--- config.mk ---
export PLATFORM = sky130hd
export DESIGN_NAME = liteeth_sram_fifo_ctrl
export DESIGN_NICKNAME = d
export VERILOG_FILES = /design/src/rtl/liteeth_sram_fifo_ctrl.sv
export SDC_FILE = /design/constraint.sdc
export NUM_CORES = 1
export LEC_CHECK = 0
export ABC_AREA = 1
export BUFFER_PORTS_ARGS = -buffer_cell sky130_fd_sc_hd__buf_2
export CELL_PAD_IN_SITES_DETAIL_PLACEMENT = 0
export CELL_PAD_IN_SITES_GLOBAL_PLACEMENT = 1
export CORE_MARGIN = 3
export CORE_UTILIZATION = 25
export DETAILED_ROUTE_END_ITERATION = 10
export PLACE_DENSITY_LB_ADDON = 0.1
export SLEW_MARGIN = 5
export SYNTH_ARGS = -nofsm -noshare
export SYNTH_HDL_FRONTEND = slang
export SYNTH_SLANG_ARGS = --single-unit
--- constraint.sdc ---
create_clock -name clk -period 3.87 [get_ports clk]
set_clock_uncertainty 0.1 [all_clocks]
set_input_delay 0.774 -clock clk [delete_from_list [all_inputs] [get_ports clk]]
set_output_delay 0.774 -clock clk [all_outputs]
set_load 0.01 [all_outputs]
--- src/rtl/liteeth_sram_fifo_ctrl.sv ---
// rtl/liteeth_sram_fifo_ctrl.sv - 384x32 stream FIFO controller around a 1rw1r SRAM macro
//
// Wraps one liteeth_1rw1r_32w384d_32_sram macro as a stream FIFO. Writes use the
// RW port and reads use the R port. A 2-entry skid buffer absorbs the macro's
// 1-cycle read latency, so the FIFO moves 1 word/cycle in each direction.
//
// Optional feature macro: LITEETH_SRAM_FIFO_FLUSH_EN (adds the synchronous flush input)
//
// Ports:
//   clk, rst_n          single clock (also the macro clock), async active-low reset
//   flush               synchronous discard of all contents (only with the macro above)
//   in_valid/ready/data write stream (MAC or DMA side)
//   out_valid/ready/data read stream, registered from the skid head
//   level               words held: SRAM + read in flight + skid buffer
//   sram_*_rw1          macro RW port (write only); wmask tied all-ones
//   sram_*_r1, rd_r1    macro R port and its read data (valid 1 cycle after ce)
module liteeth_sram_fifo_ctrl #(
  parameter int BITS        = 32,
  parameter int DEPTH       = 384,
  parameter int ADDR_WIDTH  = 9,
  parameter int LEVEL_WIDTH = 9
) (
  input  logic                   clk,
  input  logic                   rst_n,
`ifdef LITEETH_SRAM_FIFO_FLUSH_EN
  input  logic                   flush,
`endif
  input  logic                   in_valid,
  output logic                   in_ready,
  input  logic [BITS-1:0]        in_data,
  output logic                   out_valid,
  input  logic                   out_ready,
  output logic [BITS-1:0]        out_data,
  output logic [LEVEL_WIDTH-1:0] level,
  output logic                   sram_ce_rw1,
  output logic                   sram_we_rw1,
  output logic [BITS-1:0]        sram_wmask_rw1,
  output logic [ADDR_WIDTH-1:0]  sram_addr_rw1,
  output logic [BITS-1:0]        sram_wd_rw1,
  output logic                   sram_ce_r1,
  output logic [ADDR_WIDTH-1:0]  sram_addr_r1,
  input  logic [BITS-1:0]        sram_rd_r1
);

  localparam int CNT_W = $clog2(DEPTH + 1);
  localparam logic [CNT_W-1:0]      DEPTH_C   = CNT_W'(DEPTH);
  localparam logic [ADDR_WIDTH-1:0] LAST_ADDR = ADDR_WIDTH'(DEPTH - 1);

  logic [ADDR_WIDTH-1:0]  wr_ptr, rd_ptr;
  logic [CNT_W-1:0]       mem_cnt, mem_cnt_nxt;
  logic                   inflight, inflight_nxt;
  logic [1:0]             skid_cnt, skid_cnt_nxt;
  logic [BITS-1:0]        skid_tail, head_nxt, tail_nxt;
  logic [LEVEL_WIDTH-1:0] level_nxt;
  logic                   do_flush, wr, pop, push, issue;
  logic [2:0]             occ_after;

`ifdef LITEETH_SRAM_FIFO_FLUSH_EN
  assign do_flush = flush;
`else
  assign do_flush = 1'b0;
`endif

  // DEPTH need not be a power of two, so pointers wrap explicitly.
  function automatic logic [ADDR_WIDTH-1:0] bump(input logic [ADDR_WIDTH-1:0] p);
    return (p == LAST_ADDR) ? '0 : p + 1'b1;
  endfunction

  assign in_ready = (mem_cnt < DEPTH_C) & ~do_flush;
  assign wr       = in_valid & in_ready;
  assign pop      = out_valid & out_ready;
  assign push     = inflight & ~do_flush;

  // Skid slots that stay committed after this cycle's pop; a new read may
  // only be launched if its return still has a free slot.
  assign occ_after = {1'b0, skid_cnt} + {2'b0, inflight} - {2'b0, pop};
  // Registered mem_cnt gate keeps a read off the address being written now.
  assign issue     = (mem_cnt != '0) & (occ_after < 3'd2) & ~do_flush;

  // Enables are gated by rst_n so the macro sees them drop asynchronously.
  assign sram_ce_rw1    = wr & rst_n;
  assign sram_we_rw1    = wr & rst_n;
  assign sram_wmask_rw1 = '1;
  assign sram_addr_rw1  = wr_ptr;
  assign sram_wd_rw1    = in_data;
  assign sram_ce_r1     = issue & rst_n;
  assign sram_addr_r1   = rd_ptr;

  always_comb begin
    skid_cnt_nxt = skid_cnt;
    head_nxt     = out_data;
    tail_nxt     = skid_tail;
    case ({push, pop})
      2'b10: begin
        if (skid_cnt == 2'd0) head_nxt = sram_rd_r1;
        else                  tail_nxt = sram_rd_r1;
        skid_cnt_nxt = skid_cnt + 2'd1;
      end
      2'b01: begin
        head_nxt     = skid_tail;
        skid_cnt_nxt = skid_cnt - 2'd1;
      end
      2'b11: begin
        if (skid_cnt == 2'd1) begin
          head_nxt = sram_rd_r1;
        end else begin
          head_nxt = skid_tail;
          tail_nxt = sram_rd_r1;
        end
      end
      default: ;
    endcase
    if (do_flush) skid_cnt_nxt = 2'd0;

    mem_cnt_nxt  = do_flush ? '0 : mem_cnt + CNT_W'(wr) - CNT_W'(issue);
    inflight_nxt = issue;
    level_nxt    = LEVEL_WIDTH'(mem_cnt_nxt) + LEVEL_WIDTH'(inflight_nxt)
                 + LEVEL_WIDTH'(skid_cnt_nxt);
  end

  always_ff @(posedge clk or negedge rst_n) begin
    if (!rst_n) begin
      wr_ptr    <= '0;
      rd_ptr    <= '0;
      mem_cnt   <= '0;
      inflight  <= 1'b0;
      skid_cnt  <= 2'd0;
      skid_tail <= '0;
      out_data  <= '0;
      out_valid <= 1'b0;
      level     <= '0;
    end else begin
      if (do_flush) begin
        wr_ptr <= '0;
        rd_ptr <= '0;
      end else begin
        if (wr)    wr_ptr <= bump(wr_ptr);
        if (issue) rd_ptr <= bump(rd_ptr);
      end
      mem_cnt   <= mem_cnt_nxt;
      inflight  <= inflight_nxt;
      skid_cnt  <= skid_cnt_nxt;
      skid_tail <= tail_nxt;
      out_data  <= head_nxt;
      out_valid <= (skid_cnt_nxt != 2'd0);
      level     <= level_nxt;
    end
  end

endmodule

# Word-level counts from Yosys, hierarchy flattened
# Cells that the tools add are included.
[totals]
wordCells = 51
inputBits = 68
out_inout_bits = 128
reg_bits = 104
[op_classes]
n_addsub = 10
bitwise = 5
n_mux = 9
n_reduce_logical = 7
eq_ne = 9
n_lt_le_gt_ge = 2
[op_table]
columns = ["operator", "n"]
rows = [
  ["32-bit two-way mux", 4],
  ["32-bit case mux with 3 select lines", 1],
  ["32-bit case mux with 2 select lines", 1],
  ["9-bit by 1-bit adder with 9-bit output", 2],
  ["9-bit by 1-bit adder with 9-bit output (second input constant)", 2],
  ["9-bit == test (second input constant)", 2],
  ["9-bit two-way mux", 2],
  ["9-bit by 2-bit adder with 9-bit output", 1],
  ["9-bit < comparator (second input constant)", 1],
  ["9-bit nonzero test", 1],
  ["9-bit by 1-bit subtractor with 9-bit output", 1],
  ["2-bit != test (second input constant)", 3],
  ["1-bit AND", 5],
  ["2-bit by 1-bit == test with 1-bit output (second input constant)", 2],
  ["2-bit == test (second input constant)", 2],
  ["2-bit case mux with 2 select lines", 1],
  ["2-bit nonzero test", 2],
  ["2-bit by 1-bit adder with 3-bit output", 1],
  ["3-bit by 2-bit < comparator with 1-bit output (second input constant)", 1],
  ["3-bit AND reduction", 1],
  ["3-bit nonzero test", 1],
  ["3-bit by 1-bit subtractor with 3-bit output", 1],
  ["2-bit by 1-bit adder with 2-bit output (second input constant)", 1],
  ["2-bit logical NOT", 1],
  ["2 further kinds", 2],
]

# Depth between registers and ports, before layout
# Gate-level depths: netlist (run 1).
[depth]
word_depth = 7
depth_mapped = 25
ltp_nobuf = 24

# Worst setup path before layout (run 1)
# No wires, ideal clock.
[synth_timing]
kind = "input to register"
start = "in out_ready"
end = "reg level[8]"
path_buffers = 1
arrival_ns = 3.774
slack_ns = -0.122
path_stages = 23
cell_sequence = "nand2_4 nor2_1 o21ai_0 fa_1 nand2_1 nor2_1 nand2_1 buf_2 inv_1 nand2_1 nand2_1 ha_1 ha_1 nand3_1 nand2_1 fa_1 inv_1 nor2_1 nand3_1 nor2_1 nand2_1 nand2_1 nand2_1"
[synth_between]
elab_chain_cells = 7
word_cells_on_any_way = 10
[synth_rtl]
columns = ["element", "line", "source"]
rows = [
  ["start: declaration", "32", "input logic out_ready,"],
  ["1-bit AND", "71", "assign pop = out_valid & out_ready;"],
  ["3-bit by 1-bit subtractor with 3-bit output", "76", "assign occ_after = {1'b0, skid_cnt} + {2'b0, inflight} - {2'b0, pop};"],
  ["3-bit by 2-bit < comparator with 1-bit output", "78", "assign issue = (mem_cnt != '0) & (occ_after < 3'd2) & ~do_flush;"],
  ["1-bit AND", "78", ""],
  ["net inflight_nxt", "51", "logic inflight, inflight_nxt;"],
  ["9-bit by 1-bit subtractor with 9-bit output", "115", "mem_cnt_nxt = do_flush ? '0 : mem_cnt + CNT_W'(wr) - CNT_W'(issue);"],
  ["net mem_cnt_nxt[0]", "50", "logic [CNT_W-1:0] mem_cnt, mem_cnt_nxt;"],
  ["9-bit by 1-bit adder with 9-bit output", "117", "level_nxt = LEVEL_WIDTH'(mem_cnt_nxt) + LEVEL_WIDTH'(inflight_nxt)"],
  ["9-bit by 2-bit adder with 9-bit output", "118", "+ LEVEL_WIDTH'(skid_cnt_nxt);"],
  ["net level_nxt[8]", "54", "logic [LEVEL_WIDTH-1:0] level_nxt;"],
  ["end signal: assignment", "146", "level <= level_nxt;"],
  ["end: declaration", "34", "output logic [LEVEL_WIDTH-1:0] level,"],
]
# The timed path passes the listed nets, and every way through them passes these cells.
# A chain may end at the register's enable or synchronous reset.

# Worst setup path after layout (run 1)
# Ends and elaborated chain as after synthesis.

==> flow_metrics.tcl, run 1 <==
set metrics [dict create \
    synth_area_um2 5569 \
    met1_usage_pct 14.87 \
    cts-root-buf "clkbuf_16" \
    hold_violations 0 \
    insertedDiodeCount 0 \
    placed_cells 947 \
    detail-route-antenna-nets 0 \
    fill_cells 2287 \
    post_synth_fa_ha_maj_area_fraction_pct 5.122 \
    arrival_ns 3.70 \
    fp.dieArea_um2 24100 \
    reg2reg_depth 23 \
    synth_edf_count 0 \
    overflow 0 \
    busiest_layer "met2" \
    ys_types 38 \
    routed_wl_mm 13.82 \
    multi_input_area_um2 2320 \
    synth_top_flop_cell "dfrtp_1" \
    grt_pass1_vias 4312 \
    cts-hold-fix-buffers 0 \
    relSlewSlack_pct 45.78 \
    p_leak_nw 3.136 \
    coreArea_um2 21420 \
    clock_path_buffers 2 \
    clk_latency_ns 0.35 \
    drc_errors 0 \
    final_area_um2 6415 \
    synth-compound-area-share_pct 9.122 \
    vias 4093 \
    dp_hpwl_mm 9.855 \
    worst_pin_slew_ns 0.8133 \
    timing.rr.start "out_valid$_DFF_PN0_" \
    max-cap-violations 0 \
    synth_top_family_by_area "simple AND/OR/NAND/NOR gates" \
    cp-end-kind "flop" \
    antenna_found_initial 0 \
    stdcell_count 963 \
    ff2ff_setup_slack_ns 0.41 \
    worst_ep_required_time_ns 4.01 \
    finalCritPeriodShare_pct 91.87 \
    ys_seq_area_share_pct 46.73 \
    synth_commonest_cells "104 x dfrtp_1, 101 x nand2_1, 67 x nor2_1, 65 x buf_4, 45 x inv_1" \
    final-setup-viol-count 0 \
    fmax_mhz 281.3 \
    startpoint_type "input pin" \
    synth_cells 606 \
    cts_tree "yes" \
    hold_class "reg -> reg" \
    critPathKind "in -> reg" \
    port_buffers 99 \
    grt_use_met3_pct 3.143 \
    layout-drive-gt1-share_pct 26.89 \
    die_h_um 155.3 \
    ir_drop_uv 319.5 \
    io_pins 196 \
    netlist.area_leader.share_pct 46.73 \
    synth_xor_area_share_pct 1.730 \
    nets 772 \
    place_area_um2 6090 \
    hold_ws_ns 0.3917 \
    syn_area_per_cell_um2 9.190 \
    gp_congestion 0.7470 \
    slew_viol_final 0 \
    viasPerCell 4.250 \
    wl_per_cell_um 14.35 \
    start_util_pct 26.00 \
    ys_warn_count 0 \
    grt_max_degree 63 \
    synth_mux_area_share_pct 6.268 \
    cts_inserted_buffers 9 \
    use_met2_pct 19.76 \
    area_delta_synth_final_pct 15.19 \
    finalCriticalPeriod_ns 3.556 \
    rsz0062_at_grt "no" \
    synth_largest_area_cell "dfrtp_1" \
    die_x_um 155.3 \
    regArea_um2 2603 \
    status "finished, final reports clean" \
    hold_path_depth 1 \
    first_pass_iters 4 \
    final_core_util_pct 29.95 \
    ys_top_cells_by_area "dfrtp_1 47%, buf_4 8.8%, nand2_1 6.8%" \
    grt_use_total_pct 11.70 \
    worstHoldStart "skid_tail[5]$_DFFE_PN0P_" \
    critPathLaunch "out_ready" \
    pwr_density_cell_nw_per_um2 1062 \
    post-synth-top-count-cell "dfrtp_1" \
    htree_levels 3 \
    cp_max_fo 4 \
    grt_first_pass_wirelength_mm 22.57 \
    synth-seq-cells 104 \
    cts_sinks 104 \
    async_flop_share_pct 100.0 \
    synthSimpleGateAreaFrac_pct 16.98 \
    clk_pin_slew_ns 0.08 \
    rows 53 \
    drt_iter0_markers 116 \
]
layout by cell type (no fill, tap or decap), types with 4 or more instances in the layout:
cell and count:
dfrtp_1 104, ha_1 18, nor2_2 6, nor3_1 6, inv_2 4, xor2_1 8
buf_2 98, o21ai_0 42, a21oi_1 7, mux2_2 25, nor2_1 63, a31oi_1 31
clkbuf_16 9, inv_1 44, mux2_1 6, nand2_1 99, nand2_2 6, conb_1 32
nand3_1 24, buf_4 21
flip-flops by register name, summed over array words and instances (netlist names):
signal and cells:
inflight 1, out_valid 1, mem_cnt 9, skid_cnt 2, sram_addr_r1 9, level 9
out_data 32, sram_addr_rw1 9, skid_tail 32
critical path, stage by stage:
cell and delay, ns:
buf_2 0.12, nand2_4 0.07, inv_2 0.04, nor2_1 0.07, o21ai_0 0.10, fa_1 0.51, nand2_1 0.06, nor2_2 0.12
nand2_2 0.09, inv_2 0.07, nand2_2 0.05, nand2_1 0.06, ha_1 0.24, ha_1 0.32, nand3_1 0.08, nand2_1 0.10
fa_1 0.20, inv_1 0.05, nor2_2 0.14, nand3_1 0.10, nor2_2 0.15, nand2_1 0.07, nand2_1 0.06, nand2_1 0.05
power breakdown:
| group | switching (mW) | internal [mW] |
|---|---|---|
| sequential | 0.311 | 1.67 |
| combinational | 2.28 | 1.56 |
| clock | 0.473 | 0.524 |
final timing paths:
| check | endpoint |
|---|---|
| max | level[8]$_DFF_PN0_ |
| min reg2reg | skid_tail[5]$_DFFE_PN0P_ |
| min in group asynchronous | sram_addr_r1[2]$_DFFE_PN0P_ |
| min | skid_tail[5]$_DFFE_PN0P_ |
| max in group asynchronous | out_data[30]$_DFFE_PN0P_ |
| max reg2reg | level[8]$_DFF_PN0_ |
cell type report:
| cell class | count | area share [%] |
|---|---|---|
| sequential | 104 | 40.57 |
| multi-input combinational | 401 | 36.16 |
| timing repair buffer | 119 | 10.10 |
| tap | 275 | 5.364 |
| clock buffer | 9 | 3.511 |
| inverter | 48 | 2.809 |
| clock inverter | 7 | 1.482 |
metrics by stage:
stage	setup slack, ns	setup TNS, ns	power, mW
after detailed placement	-0.1425	-0.4470	5.903
final	0.3145	0	6.814
after global placement	-0.06172	-0.1319	5.879
after CTS	0.2324	0	6.960
after global routing	0.005143	0	7.562
after floorplan	0.02287	0	4.595
routing by layer:
metal	vias to the layer above	part of all wire [%]
li1	2030	-
met1	1968	46
met2	81	48
met3	14	4.6
met4	0	1.3
met5	-	0
cells by family after synthesis:
group                      after synthesis
and+or+nand+nor                        219
buffers and inverters                  132
DFF                                    104
AOI/OAI and AO/OA                       87
muxes                                   31
adders and majority gates               21
xor gates and xnor gates                11
other                                    1
timing repair:
action                                 CTS  global route
resized for setup                        0             2
setup buffers                            0             0
setup endpoints to repair                0             3
endpoints found under the hold margin    0             0
Power figures use the tool's default switching activity.
==> run 2, diff against run 1 <==
--- a/config.mk
+++ b/config.mk
@@ -17,3 +17,4 @@
 export SYNTH_ARGS = -nofsm -noshare
 export SYNTH_HDL_FRONTEND = slang
 export SYNTH_SLANG_ARGS = --single-unit
+export TNS_END_PERCENT = 50
==> constraint.sdc (replaced) <==
create_clock -name clk -period 3.71 [get_ports clk]
set_clock_uncertainty 0.1 [all_clocks]
set_input_delay 0.742 -clock clk [delete_from_list [all_inputs] [get_ports clk]]
set_output_delay 0.742 -clock clk [all_outputs]
set_load 0.01 [all_outputs]
==> flow_metrics.tcl, run 2 (synthesis gave the netlist of run 1 again) <==
set metrics [dict create \
    critPathLaunch "out_ready" \
    wl_per_cell_um 14.53 \
    routed_wl_mm 14.02 \
    detail-route-antenna-nets 0 \
    grt_max_degree 65 \
    rows 53 \
    grt_pass1_vias 4295 \
    area_delta_synth_final_pct 15.73 \
    grt_use_total_pct 11.91 \
    relSlewSlack_pct 50.37 \
    timing.rr.start "out_valid$_DFF_PN0_" \
    hold_violations 0 \
    max-cap-violations 0 \
    cp_max_fo 4 \
    cp-end-kind "flop" \
    htree_levels 3 \
    final-setup-viol-count 0 \
    hold_class "reg -> reg" \
    drt_iter0_markers 219 \
    drc_errors 0 \
    fp.dieArea_um2 24100 \
    ff2ff_setup_slack_ns 0.24 \
    insertedDiodeCount 0 \
    io_pins 196 \
    arrival_ns 3.66 \
    final_cell_mix "103 x dfrtp_1, 98 x nand2_1, 98 x buf_2" \
    worstReg2RegEnd "level[8]$_DFF_PN0_" \
    layout.cells.most_common "dfrtp_1" \
    clk_latency_ns 0.35 \
    rsz0062_at_grt "yes" \
    ir_drop_uv 399.1 \
    vias 4102 \
    cts_tree "yes" \
    finalCritPeriodShare_pct 94.84 \
    die_h_um 155.3 \
    cts_sinks 104 \
    combinationalPowerShare_pct 58.3 \
    p_sw_mw 3.228 \
    die_x_um 155.3 \
    slew_viol_final 0 \
    dp_hpwl_mm 9.824 \
    first_pass_iters 4 \
    crit_end "level[8]$_DFF_PN0_" \
    cts-root-buf "clkbuf_16" \
    p_clk_share_pct 12.7 \
    critPathKind "in -> reg" \
    p_int_mw 3.920 \
    place_area_um2 6113 \
    layout-drive-gt1-share_pct 28.26 \
    fmax_mhz 284.2 \
    viasPerCell 4.251 \
    worst_pin_slew_ns 0.7445 \
    reg2reg_depth 23 \
    final_area_um2 6445 \
    antenna_found_initial 1 \
    cts-hold-fix-buffers 0 \
    startpoint_type "input pin" \
    seq_power_share_pct 28.9 \
    start_util_pct 26.00 \
    port_buffers 99 \
    fin_tns_setup_ns 0 \
    clock_path_buffers 2 \
    pwr_density_cell_nw_per_um2 1109 \
    cts_inserted_buffers 9 \
    swShare_pct 45.17 \
    grt_first_pass_wirelength_mm 23.05 \
    coreArea_um2 21420 \
    p_leak_nw 3.113 \
    worst_ep_required_time_ns 3.85 \
    gp_congestion 0.7967 \
    overflow 0 \
    reg_top3 "out_data: 32 flops, skid_tail: 32 flops" \
    status "finished, final reports clean" \
    clk_pin_slew_ns 0.07 \
    finalCriticalPeriod_ns 3.519 \
    nets 775 \
]
-- run 2: worst min path at each step --
stage / start / endpoint / slack, ns / cells after the start
floorplan: rst_n / inflight$_DFF_PN0_ / 0.35 / 0
global placement: skid_tail[0]$_DFFE_PN0P_ / skid_tail[0]$_DFFE_PN0P_ / 0.37 / 1
detailed placement: skid_tail[0]$_DFFE_PN0P_ / skid_tail[0]$_DFFE_PN0P_ / 0.38 / 1
CTS: skid_tail[28]$_DFFE_PN0P_ / skid_tail[28]$_DFFE_PN0P_ / 0.40 / 1
global route: skid_tail[5]$_DFFE_PN0P_ / skid_tail[5]$_DFFE_PN0P_ / 0.41 / 1
finish: skid_tail[28]$_DFFE_PN0P_ / skid_tail[28]$_DFFE_PN0P_ / 0.39 / 1
-- run 2: stage by stage --
stage / util (%) / cells / power, mW / setup WS, ns / hold slack [ns]
finish: 30.09 / 965 / 7.148 / 0.1914 / 0.3878
global route: 30.09 / 965 / 7.934 / -0.04972 / 0.4067
CTS: 29.80 / 964 / 7.160 / 0.04113 / 0.3956
detailed placement: 28.54 / 949 / 6.192 / -0.2959 / 0.3758
global placement: 28.54 / 949 / 6.167 / -0.2402 / 0.3669
floorplan: - / 637 / 4.799 / -0.03889 / 0.3464
-- run 2: layout make-up --
type / instances / area [um^2]
Multi-Input combinational cell: 401 / 2377
Sequential cell: 104 / 2604
Timing Repair Buffer: 122 / 670.6
Clock buffer: 10 / 229.0
Inverter: 48 / 180.2
Tap cell: 275 / 344.1
Fill cell: 2310 / 14970
Clock inverter: 5 / 40.04
-- run 2: timing repair --
action                                  CTS  global route
endpoints found under the setup margin    0             7
setup buffers                             0             1
resized for setup                         0            14
-- run 2: power by group through the flow --
stage / logic, mW / clock network (mW) / registers, mW
after floorplan: 2.62 / 0 / 2.18
after global placement: 4.08 / 0 / 2.09
after detailed placement: 4.10 / 0 / 2.09
after CTS: 4.12 / 0.963 / 2.08
after global routing: 4.78 / 1.00 / 2.15
final: 4.17 / 0.911 / 2.07
-- run 2: critical path: stages --
cell,delay (ns)
buf_2,0.14
nand2_8,0.07
inv_2,0.04
nor2_2,0.09
o21ai_2,0.07
fa_1,0.52
nand2_1,0.06
nor2_2,0.15
nand2_2,0.09
inv_2,0.07
nand2_2,0.04
nand2_1,0.07
ha_2,0.29
ha_4,0.27
nand3_1,0.07
nand2_1,0.11
fa_2,0.20
inv_1,0.07
nor2_4,0.10
nand3_2,0.09
nor2_4,0.11
nand2_1,0.06
nand2_1,0.05
nand2_1,0.05
-- run 2: routing by layer --
| metal | vias up | GRT usage [%] | routed length [um] |
|---|---|---|---|
| met2 | 107 | 19.05 | 6484 |
| met5 | - | 0 | 13 |
| li1 | 2040 | - | - |
| met1 | 1931 | 15.55 | 6453 |
| met4 | 2 | 2.751 | 170 |
| met3 | 22 | 4.200 | 897 |
==> run 3, diff against run 2 <==
--- a/config.mk
+++ b/config.mk
@@ -5,13 +5,12 @@
 export SDC_FILE = /design/constraint.sdc
 export NUM_CORES = 1
 export LEC_CHECK = 0
-export ABC_AREA = 1
-export BUFFER_PORTS_ARGS = -buffer_cell sky130_fd_sc_hd__buf_2
 export CELL_PAD_IN_SITES_DETAIL_PLACEMENT = 0
 export CELL_PAD_IN_SITES_GLOBAL_PLACEMENT = 1
 export CORE_MARGIN = 3
 export CORE_UTILIZATION = 25
 export DETAILED_ROUTE_END_ITERATION = 10
+export DONT_BUFFER_PORTS = 1
 export PLACE_DENSITY_LB_ADDON = 0.1
 export SLEW_MARGIN = 5
 export SYNTH_ARGS = -nofsm -noshare
==> flow_metrics.tcl, run 3 <==
set metrics [dict create \
    viasPerCell 4.264 \
    synth_commonest_cells "104 x dfrtp_1, 65 x buf_4, 53 x nand2_1, 44 x o21ai_0, 34 x mux2i_1" \
    max-cap-violations 0 \
    synth_edf_count 0 \
    place_area_um2 5614 \
    worstReg2RegEnd "level[8]$_DFF_PN0_" \
    cp-end-kind "flop" \
    layout-drive-gt1-share_pct 22.73 \
    ys_top_cells_by_area "dfrtp_1 49%, buf_4 9.2%, mux2_2 7.0%" \
    finalCriticalPeriod_ns 3.675 \
    gp_congestion 0.7614 \
    cts_sinks 104 \
    nets 570 \
    syn_area_per_cell_um2 10.94 \
    drc_errors 0 \
    grt_max_degree 105 \
    swShare_pct 40.06 \
    p_sw_mw 2.814 \
    startpoint_type "flop" \
    vias 3219 \
    grt_pass1_vias 3231 \
    ys_types 46 \
    io_pins 196 \
    ir_drop_uv 504.2 \
    die_h_um 152 \
    regArea_um2 2604 \
    htree_levels 3 \
    hold_ws_ns 0.2216 \
    die_x_um 152 \
    cp_max_fo 3 \
    post-synth-top-count-cell "dfrtp_1" \
    first_pass_iters 4 \
    timing.rr.start "out_valid$_DFF_PN0_" \
    fmax_mhz 272.1 \
    arrival_ns 3.84 \
    critPathKind "reg -> reg" \
    hold_violations 0 \
    netlist.area_leader.share_pct 48.84 \
    clk_pin_slew_ns 0.07 \
    stdcell_count 755 \
    multi_input_area_um2 2396 \
    fp.dieArea_um2 23100 \
    ys_warn_count 0 \
    antenna_found_initial 0 \
    combinationalPowerShare_pct 54.7 \
    fin_tns_setup_ns 0 \
    relSlewSlack_pct 61.81 \
    final-setup-viol-count 0 \
    slew_viol_final 0 \
    detail-route-antenna-nets 0 \
    final_area_um2 5957 \
    worst_pin_slew_ns 0.5728 \
    p_leak_nw 2.751 \
    clk_latency_ns 0.34 \
    port_buffers 0 \
    grt_first_pass_wirelength_mm 19.12 \
    layout.cells.most_common "dfrtp_1" \
    final_cell_mix "103 x dfrtp_1, 51 x nand2_1, 44 x o21ai_0" \
    async_flop_share_pct 100.0 \
    hold_class "in -> async" \
    dp_hpwl_mm 8.262 \
    start_util_pct 25.92 \
    cts_tree "yes" \
    reg_top3 "out_data: 32 flops, skid_tail: 32 flops" \
    wl_per_cell_um 15.80 \
    drt_iter0_markers 96 \
    synth_cells 487 \
    synth_largest_area_cell "dfrtp_1" \
    cts_inserted_buffers 9 \
    ys_seq_area_share_pct 48.84 \
    p_int_mw 4.210 \
    p_clk_share_pct 13.3 \
    status "finished, final reports clean" \
    rows 52 \
    reg2reg_depth 15 \
    ff2ff_setup_slack_ns 0.04 \
    finalCritPeriodShare_pct 99.05 \
    placed_cells 737 \
    routed_wl_mm 11.93 \
    grt_use_total_pct 10.32 \
    rsz0062_at_grt "yes" \
    area_delta_synth_final_pct 11.79 \
    synth-seq-cells 104 \
    overflow 0 \
    pwr_density_cell_nw_per_um2 1179 \
    cts-root-buf "clkbuf_16" \
    final_core_util_pct 28.97 \
    clock_path_buffers 2 \
    synth_area_um2 5329 \
    fill_cells 2176 \
    seq_power_share_pct 32.0 \
    worst_ep_required_time_ns 3.87 \
    coreArea_um2 20560 \
    synth_top_flop_cell "dfrtp_1" \
]
-- run 3: layout make-up --
class	instances	share of cell area, %
inverter	18	1.218
clock buffer	10	3.844
tap	270	5.671
antenna	1	0.04201
sequential	104	43.71
clock inverter	4	0.7982
multi-input combinational	315	40.22
timing repair buffer	33	4.495
-- run 3: cell families after synthesis --
kind of cell / after synthesis / synth area share, %
AOI/OAI and AO/OA: 61 / 6.457
xor gates and xnor gates: 26 / 4.273
adders and majority gates: 23 / 5.729
buffers and inverters: 99 / 11.65
DFF: 104 / 48.84
muxes: 67 / 13.36
other: 1 / 0.07037
and+or+nand+nor: 106 / 9.627
-- run 3: repair_timing --
item / CTS / global route
hold endpoints to repair: 104 / 0
pin swaps: 3 / 1
gates resized for setup: 3 / 3
setup endpoints to repair: 3 / 4
setup buffers: 1 / 1
hold buffers: 1 / 0
cloned: 0 / 0
-- run 3: how the worst max path moves through the flow --
stage	cells past startpoint	slack (ns)	startpoint	end
floorplan	18	-0.31	out_ready	level[8]$_DFF_PN0_
global placement	14	-0.29	out_ready	level[8]$_DFF_PN0_
detailed placement	15	-0.33	out_ready	level[8]$_DFF_PN0_
CTS	14	-0.0006	out_valid$_DFF_PN0_	level[8]$_DFF_PN0_
global route	16	-0.12	out_valid$_DFF_PN0_	level[8]$_DFF_PN0_
finish	15	0.04	out_valid$_DFF_PN0_	level[8]$_DFF_PN0_
-- run 3: power groups by stage --
stage	registers, mW	logic (mW)	clock network, mW
6_report	2.24	3.84	0.935
4_1_cts	2.26	3.91	0.991
3_5_place_dp	2.28	3.79	0
3_3_place_gp	2.28	3.78	0
5_1_grt	2.33	4.31	1.03
2_1_floorplan	2.15	2.70	0
-- run 3: metrics by stage --
stage               power [mW]  worst slack (ns)
finish                   7.024           0.03519
global route             7.673           -0.1177
CTS                      7.160        -0.0005698
detailed placement       6.074           -0.3275
global placement         6.053           -0.2880
floorplan                4.853           -0.3144
-- run 3: per-layer routing --
metal | GRT usage (%) | vias up | share of wire [%]
met4 | 2.526 | 0 | 0.87
met5 | 0 | - | 0
met2 | 16.62 | 93 | 48
met3 | 4.494 | 8 | 8.3
li1 | - | 1534 | -
met1 | 12.81 | 1584 | 43
-- run 3: worst max-delay path: stages (launching register included) --
cell and delay, ns:
dfrtp_2 0.42, nand2_8 0.07, xnor2_4 0.14, nand2b_4 0.14
fa_2 0.55, o311ai_4 0.14, nand2_1 0.10, nand2_1 0.06
ha_2 0.19, fa_2 0.38, a21oi_2 0.18, o21bai_2 0.09
xnor2_2 0.15, or4_4 0.55, nor3_4 0.19, xor2_1 0.17
